### src/rtl/seg_pkg.sv
// Shared constants, scan-state type and leading-zero helper for the
// four-digit seven-segment scanner.
package seg_pkg;

   localparam int         NUM_DIGITS = 4;
   localparam logic [6:0] SEG_OFF    = 7'b1111111;
   localparam logic [3:0] AN_OFF     = 4'b1111;

   typedef enum logic {
      BLANK = 1'b0,
      DRIVE = 1'b1
   } scan_state_e;

   // A digit above position 0 goes dark when it and every digit to its left are zero.
   function automatic logic lz_suppressed(input logic [15:0] digits,
                                          input logic        lz,
                                          input logic [1:0]  idx);
      logic all_zero;
      all_zero = 1'b1;
      for (int k = NUM_DIGITS - 1; k > 0; k--) begin
         if ((k >= int'(idx)) && (digits[k*4 +: 4] != 4'd0)) begin
            all_zero = 1'b0;
         end else begin
            all_zero = all_zero;
         end
      end
      return lz && (idx != 2'd0) && all_zero;
   endfunction

endpackage

### src/rtl/sevensegdecoder.sv
// BCD to active-low seven-segment decoder, bit 0 = segment a .. bit 6 = g.
// Codes 10-15 light every segment.
module sevensegdecoder (
   input  logic [3:0] num,
   output logic [6:0] seg
);

   // Combinational glyph lookup.
   always_comb begin
      case (num)
         4'd0:    seg = 7'b1000000;
         4'd1:    seg = 7'b1111001;
         4'd2:    seg = 7'b0100100;
         4'd3:    seg = 7'b0110000;
         4'd4:    seg = 7'b0011001;
         4'd5:    seg = 7'b0010010;
         4'd6:    seg = 7'b0000010;
         4'd7:    seg = 7'b1111000;
         4'd8:    seg = 7'b0000000;
         4'd9:    seg = 7'b0010000;
         default: seg = 7'b0000000;
      endcase
   end

endmodule

### src/rtl/seg_display_scanner.sv
// Time-multiplexed driver for a 4-digit common-anode display with a blank
// gap before each digit and a once-per-frame snapshot of the inputs.
module seg_display_scanner
   import seg_pkg::*;
#(
   parameter int TICKS_PER_DIGIT = 100000,
   parameter int BLANK_TICKS     = 1000
) (
   input  logic        clk,
   input  logic        rst_n,
   input  logic [15:0] digits,
   input  logic [3:0]  dp_mask,
   input  logic        lz_en,
   input  logic        disp_en,
   output logic [6:0]  seg,
   output logic        dp,
   output logic [3:0]  an,
   output logic        frame_tick
);

   localparam int            CW         = $clog2(TICKS_PER_DIGIT);
   localparam logic [CW-1:0] BLANK_LAST = CW'(BLANK_TICKS - 1);
   localparam logic [CW-1:0] DRIVE_LAST = CW'(TICKS_PER_DIGIT - BLANK_TICKS - 1);

   scan_state_e   state_r, state_s;
   logic [1:0]    idx_r, idx_s;
   logic [CW-1:0] cnt_r, cnt_s;
   logic          first_r;
   logic          frame_start_s;

   logic [15:0]   digits_snap_r;
   logic [3:0]    dp_mask_snap_r;
   logic          lz_en_snap_r;
   logic          disp_en_snap_r;

   logic [3:0]    nibble_s;
   logic [6:0]    dec_seg_s;
   logic          lit_s;
   logic [3:0]    an_s;
   logic [6:0]    seg_s;
   logic          dp_s;

   // Next scan position; the first edge after reset re-enters slot 0 as a frame start.
   always_comb begin
      state_s       = state_r;
      idx_s         = idx_r;
      cnt_s         = cnt_r + CW'(1);
      frame_start_s = 1'b0;
      if (first_r) begin
         state_s       = BLANK;
         idx_s         = 2'd0;
         cnt_s         = '0;
         frame_start_s = 1'b1;
      end else begin
         case (state_r)
            BLANK: begin
               if (cnt_r == BLANK_LAST) begin
                  state_s = DRIVE;
                  cnt_s   = '0;
               end else begin
                  state_s = BLANK;
               end
            end
            DRIVE: begin
               if (cnt_r == DRIVE_LAST) begin
                  state_s       = BLANK;
                  idx_s         = idx_r + 2'd1;
                  cnt_s         = '0;
                  frame_start_s = (idx_r == 2'd3);
               end else begin
                  state_s = DRIVE;
               end
            end
            default: begin
               state_s = BLANK;
               idx_s   = 2'd0;
               cnt_s   = '0;
            end
         endcase
      end
   end

   // Pin values for the upcoming cycle, so pins move on the same edge as the FSM.
   always_comb begin
      nibble_s = digits_snap_r[{idx_s, 2'b00} +: 4];
      lit_s    = (state_s == DRIVE) && disp_en_snap_r &&
                 !lz_suppressed(digits_snap_r, lz_en_snap_r, idx_s);
      if (lit_s) begin
         an_s  = ~(4'b0001 << idx_s);
         seg_s = dec_seg_s;
         dp_s  = ~dp_mask_snap_r[idx_s];
      end else begin
         an_s  = AN_OFF;
         seg_s = SEG_OFF;
         dp_s  = 1'b1;
      end
   end

   sevensegdecoder u_dec (
      .num (nibble_s),
      .seg (dec_seg_s)
   );

   // Scan state registers.
   always_ff @(posedge clk or negedge rst_n) begin
      if (!rst_n) begin
         state_r <= BLANK;
         idx_r   <= 2'd0;
         cnt_r   <= '0;
         first_r <= 1'b1;
      end else begin
         state_r <= state_s;
         idx_r   <= idx_s;
         cnt_r   <= cnt_s;
         first_r <= 1'b0;
      end
   end

   // Input snapshot, refreshed only at frame start so a frame never mixes values.
   always_ff @(posedge clk or negedge rst_n) begin
      if (!rst_n) begin
         digits_snap_r  <= 16'h0000;
         dp_mask_snap_r <= 4'b0000;
         lz_en_snap_r   <= 1'b0;
         disp_en_snap_r <= 1'b0;
      end else if (frame_start_s) begin
         digits_snap_r  <= digits;
         dp_mask_snap_r <= dp_mask;
         lz_en_snap_r   <= lz_en;
         disp_en_snap_r <= disp_en;
      end
   end

   // Registered board pins.
   always_ff @(posedge clk or negedge rst_n) begin
      if (!rst_n) begin
         an         <= AN_OFF;
         seg        <= SEG_OFF;
         dp         <= 1'b1;
         frame_tick <= 1'b0;
      end else begin
         an         <= an_s;
         seg        <= seg_s;
         dp         <= dp_s;
         frame_tick <= frame_start_s;
      end
   end

endmodule

### config.mk
export PLATFORM = sky130hd
export DESIGN_NAME = seg_display_scanner
export DESIGN_NICKNAME = d
export VERILOG_FILES = /design/src/rtl/seg_pkg.sv /design/src/rtl/sevensegdecoder.sv /design/src/rtl/seg_display_scanner.sv
export SDC_FILE = /design/constraint.sdc
export NUM_CORES = 1
export LEC_CHECK = 0
export ABC_AREA = 1
export BUFFER_PORTS_ARGS = -buffer_cell sky130_fd_sc_hd__buf_4
export CAP_MARGIN = 20
export CORE_MARGIN = 3
export CORE_UTILIZATION = 55
export CTS_CLUSTER_SIZE = 10
export DETAILED_ROUTE_END_ITERATION = 10
export PLACE_DENSITY_LB_ADDON = 0.1
export SKIP_LAST_GASP = 1
export SYNTH_ARGS = -nofsm -noshare
export SYNTH_HDL_FRONTEND = slang
export SYNTH_HIERARCHICAL = 1
export SYNTH_SLANG_ARGS = --single-unit
### constraint.sdc
create_clock -name clk -period 3.3 [get_ports clk]
set_input_delay 0.495 -clock clk [delete_from_list [all_inputs] [get_ports clk]]
set_output_delay 0.495 -clock clk [all_outputs]
set_load 0.02 [all_outputs]
# Yosys cells after proc, flatten, opt, wreduce, memory -nomap -nowiden
# Memories as Yosys holds them, arrays and structs flattened.
# Index checks and enable logic that the tools add are counted.
# Widths: inputs -> output; s select.
dict set report totals {
  register_bits 56
  mem_bits_ro 112
  in_bits 24
  out_inout_bits 13
  elab_cells 59
  mem_count 1
}
# name depth word_bits rd rd_ports_with_merged_regs wr line_no
set memory_table {}
lappend memory_table {{(no name shown)} 16 7 1 0 0 sevensegdecoder.sv:10} ;# case (num)
dict set report classes {
  addsub 2
  n_lt_le_gt_ge 3
  n_eq_ne 3
  shift 2
  muxes 22
  n_bitwise 3
  n_reduce_logical 11
}
# cell count
set ops {}
lappend ops {{$mux 17} 3}
lappend ops {{$pmux 17 s2} 1}
lappend ops {{$add 17x1->17 const B} 1}
lappend ops {{$eq 17x10->1 const B} 1}
lappend ops {{$eq 17x17->1 const B} 1}
lappend ops {{$shiftx 16x5->4} 1}
lappend ops {{$reduce_bool 4->1} 3}
lappend ops {{$mux 1} 11}
lappend ops {{$mux 7} 1}
lappend ops {{$logic_and 1x1->1} 6}
lappend ops {{$mux 2} 3}
lappend ops {{$mux 4} 1}
lappend ops {{$not 4->4} 1}
lappend ops {{$shl 1x2->4 const A} 1}
lappend ops {{$lt 2x3->1 const B} 1}
lappend ops {{$add 2x1->2 const B} 1}
lappend ops {{$bmux 1 s2} 1}
lappend ops {{$eq 2x2->1 const B} 1}
lappend ops {{$ge 1x2->1 const A} 1}
lappend ops {{$ge 2x2->1 const A} 1}
lappend ops {{$not 1->1} 2}
lappend ops {{$pmux 1 s2} 1}
lappend ops {{$reduce_bool 2->1} 1}
lappend ops {{$logic_not 1->1} 1}

# Longest topological paths before layout
dict set report logic_depth {
  ltp_word 12
  ltp_mapped 18
  depth_no_buf 18
}

# Hierarchy
# Netlist, hierarchy kept.
# module instances cells_per_inst area_each_um2 seq_area_each_um2
set by_module_without_submodules {}
lappend by_module_without_submodules {seg_display_scanner 1 269 2548.7 1417.6}
lappend by_module_without_submodules {sevensegdecoder 1 29 161.4 0.0}

# Worst setup path before layout
# No wires, ideal clock.
dict set report synth_path {
  path_kind {reg-to-reg}
  from {register cnt_r[0]}
  to {register seg[3]}
  setup_ps 64
  arrival_time_ps 2214
  required_time_ps 3236
  setup_slack_ps 1022
  path_stages_with_launch 17
  path_buffers 0
  period_less_slack_ps 2278
  cell_sequence {dfrtp_1 ha_1 nand2_1 nor2_1 nand3_2 nand2_2 nand3_2 nor2_1 nand2_1 nand4_1 inv_1 ha_1 nand2_1 inv_1 nor2_1 inv_1 nand3_1}
}
dict set report synth_between {
  word_cells_on_any_way 24
  classes_between {order compare: 2; eq/ne: 2; shift: 1; mux: 10; reduce/logical: 8; memory: 1}
}
# element line_no
set synth_lines {}
lappend synth_lines {{from (decl)} seg_display_scanner.sv:27} ;# logic [CW-1:0] cnt_r, cnt_s;
lappend synth_lines {{from (signal assigned)} seg_display_scanner.sv:114} ;# cnt_r <= cnt_s;
lappend synth_lines {{$eq 17x17->1} seg_display_scanner.sv:65} ;# if (cnt_r == DRIVE_LAST) begin
lappend synth_lines {{$mux 2} seg_display_scanner.sv:65}
lappend synth_lines {{$mux 2} seg_display_scanner.sv:55} ;# case (state_r)
lappend synth_lines {{$mux 2} seg_display_scanner.sv:49} ;# if (first_r) begin
lappend synth_lines {{$shiftx 16x5->4} seg_display_scanner.sv:85} ;# nibble_s = digits_snap_r[{idx_s, 2'b00} +: 4];
lappend synth_lines {{named net nibble_s[0]} seg_display_scanner.sv:36} ;# logic [3:0] nibble_s;
lappend synth_lines {{$mem_v2 16x7} --}
lappend synth_lines {{named net dec_seg_s[3]} seg_display_scanner.sv:37} ;# logic [6:0] dec_seg_s;
lappend synth_lines {{$mux 7} seg_display_scanner.sv:88} ;# if (lit_s) begin
lappend synth_lines {{named net seg_s[3]} seg_display_scanner.sv:40} ;# logic [6:0] seg_s;
lappend synth_lines {{to (signal assigned)} seg_display_scanner.sv:143} ;# seg <= seg_s;
lappend synth_lines {{to (decl)} seg_display_scanner.sv:15} ;# output logic [6:0] seg,
# The timed path passes the listed nets, and every way through them passes these cells.
# A chain may end at the register's enable or synchronous reset.

# Final worst setup path
dict set report layout_path {
  from {register cnt_r[0]}
  to {register seg[0]}
}
# Same word-level chain as after synthesis.

==> metrics.cfg <==
[logic_synthesis]
syn_avg_cell_area_um2=9.09
ys_top_cells_by_area=dfrtp_1 40%, dfstp_2 13%, nand2_1 8.3%
synth_edf_count=0
synthTopCellsByCount=60 x nand2_1, 43 x dfrtp_1, 39 x nor2_1
synth_top_cell_by_area=dfrtp_1
synth_nets=329
netlist_instances=298
synth.most_common_cell=nand2_1
ys_seq_area_share_pct=52.3
yosysTopAreaCellShare_pct=39.7
ys.flop_type=dfrtp_1
netlist-cell-type-count=31
synth_warnings=6
synth_area_um2=2710
async_flop_share_pct=100
ys_ff_latch=56

[cts]
cts_tree=built
cts_hold_buf=0
cts_buffer_depth=2
htreeDepth=2
clock_latency_ns=0.30
cts_setup_buffers=0
cts_made_buffers=5
cts.repair.resized=0
cts.sinks=56
cts_root_buffer=clkbuf_8
path_clk_slew_ns=0.09

[route]
drtAntennaViolNets=0
wire_per_inst_um=12.4
drt-initial-drc-count=129
viasPerCell=5.05
drc=0
num_vias=2042
wirelength_um=5030
drt_first_pass_iters=4

[setup_path]
cp_slowest_cell=dfrtp_1
cp_max_fo=7
worstPathRequired_ns=3.51
critPathArrivalTime_ns=2.93
path_class=flip-flop to flip-flop
worst_setup_path_end_kind=flip-flop
start_kind=flip-flop
r2r_start=cnt_r[0]
timing.rr.end=seg[0]
max_stage_delay_ns=0.39
startpoint=cnt_r[0]
crit_chain=ha_1 -> nand2_1 -> nor2_1 -> nand3_2 -> nand2_1 -> nand3_2 -> nor2_1 -> nand2_1 -> nand4_1 -> inv_1 -> ha_1 -> o21ai_0 -> nor2_1 -> inv_1 -> nand3_1
reg2reg_setup_slack_ns=0.58
reg2regPathDepth=15

[timing]
fin_skew_ns=0.00763
worstMarginPinSlew_ns=0.883
rsz0062_at_grt=no
fmax_mhz=368
drv_slew=0
setup_viol=0
maxSlewHeadroom_pct=41.1
fin_crit_ns=2.72
hold_viol=0
fin_ws_ns=0.582
tns_ns=0
worst_hold_slack_ns=0.219
timing.final.crit_share_pct=82.4

[final_layout]
diodes=0
layout-drive-gt1-share_pct=25.7
syn2layout_area_growth_pct=15.7
fillers=375
final_nets=369

[placed_design]
gp_congestion=0.867
port_buffers=36
place.detailed.hpwl_um=3840
pre_cts_ws_ns=0.626

[global_routing]
grt_pass1_vias=2016
overflow=0
grt_first_pass_wirelength_um=8840
grt_max_degree=57
grt_util_all_layers_pct=18.6
antenna_found_initial=0

[outcome]
status=completed

[flow_run]
cap_violations=0

[pwr]
power_leakage_uw=0.00145
vdd_drop_max_mv=0.279
p_total_uw=1240
p_per_area_nw_per_um2=396

[die]
start_util_pct=59.4
rows=24
die_h_um=76.2
die_w_um=76.2
die_area_um2=5810
core_um2=4560
ios=37

[min_path]
hold_class=input port to asynchronous set/reset pin

[area by class of cell]
| type | count | area (µm²) | area share, % |
|---|---|---|---|
| Multi-Input combinational cell | 197 | 1110 | 35.5 |
| Inverter | 40 | 150 | 4.79 |
| Sequential cell | 56 | 1420 | 45.2 |
| Timing Repair Buffer | 38 | 285 | 9.09 |
| Tap cell | 65 | 81.3 | 2.59 |
| Clock buffer | 8 | 90.1 | 2.87 |
[cell usage in the layout, fill, tap and decap left out, drive strengths merged, types with 5 or more instances in the layout]
cell type	Yosys	layout
nor2	41	41
dfrtp	43	43
inv	39	39
dfstp	13	13
xor2	8	8
buf	5	38
a21oi	5	5
nand4	10	10
clkbuf	0	8
mux2	16	16
nor3	9	9
o21ai	11	11
ha	7	7
nand2	61	61
nand3	21	21
[per-stage QoR]
step / area [µm²] / util (%) / std cells
6_report: 3140 / 68.7 / 404
5_1_grt: 3140 / 68.7 / 404
4_1_cts: 3140 / 68.7 / 404
3_5_place_dp: 3050 / 66.7 / 396
3_3_place_gp: 3050 / 66.7 / 396
2_1_floorplan: 2710 / - / 298
[worst max path at each step]
stage                     endpoint  slack (ns)  depth (start not counted)
after floorplan             seg[3]        1.02                         16
after global placement      seg[3]        0.72                         16
after detailed placement    seg[0]        0.63                         15
after CTS                   seg[0]        0.61                         15
after global routing        seg[0]        0.23                         15
final                       seg[0]        0.58                         15
[layer usage]
layer	routed length (µm)	up-vias	track usage, %	share of wire (%)
met5	0	-	0	0
met4	27	0	6.16	0.54
met1	2500	954	27.2	50
met2	2250	55	28.2	45
li1	-	1031	-	-
met3	254	2	3.19	5.1
[worst max-delay path, delay by kind of cell (launching register included)]
kind	cells	cell delay (ns)
buf+inv	2	0.16
flops	1	0.39
simple gates	10	1.48
compound gates	1	0.23
fa+ha+maj	2	0.38
[sequential cells by signal, summed over array words and instances, names as in the netlist, 2 cells and up]
| name | count |
|---|---|
| idx_r | 2 |
| dp_mask_snap_r | 4 |
| an | 4 |
| seg | 7 |
| cnt_r | 17 |
| digits_snap_r | 16 |
[power breakdown]
group          switching, µW  internal, µW  total [µW]
combinational           70.6          59.5         130
sequential              22.7           717         740
clock                    201           172         373
total                    294           949        1240
[cells by family (layout without fill, tap and decap cells)]
group,count (synthesis),in the layout,share of synthesized area (%)
multiplexers,16,16,6.65
other,1,1,0.138
flip-flops,56,56,52.3
adder cells (fa/ha/maj),7,7,3.23
AND/OR/NAND/NOR,147,147,24.7
buffers and inverters,45,86,6.79
XOR/XNOR,9,9,2.91
AO/OA/AOI/OAI,17,17,3.32
Note: power is estimated with default switching activity, not from simulation.
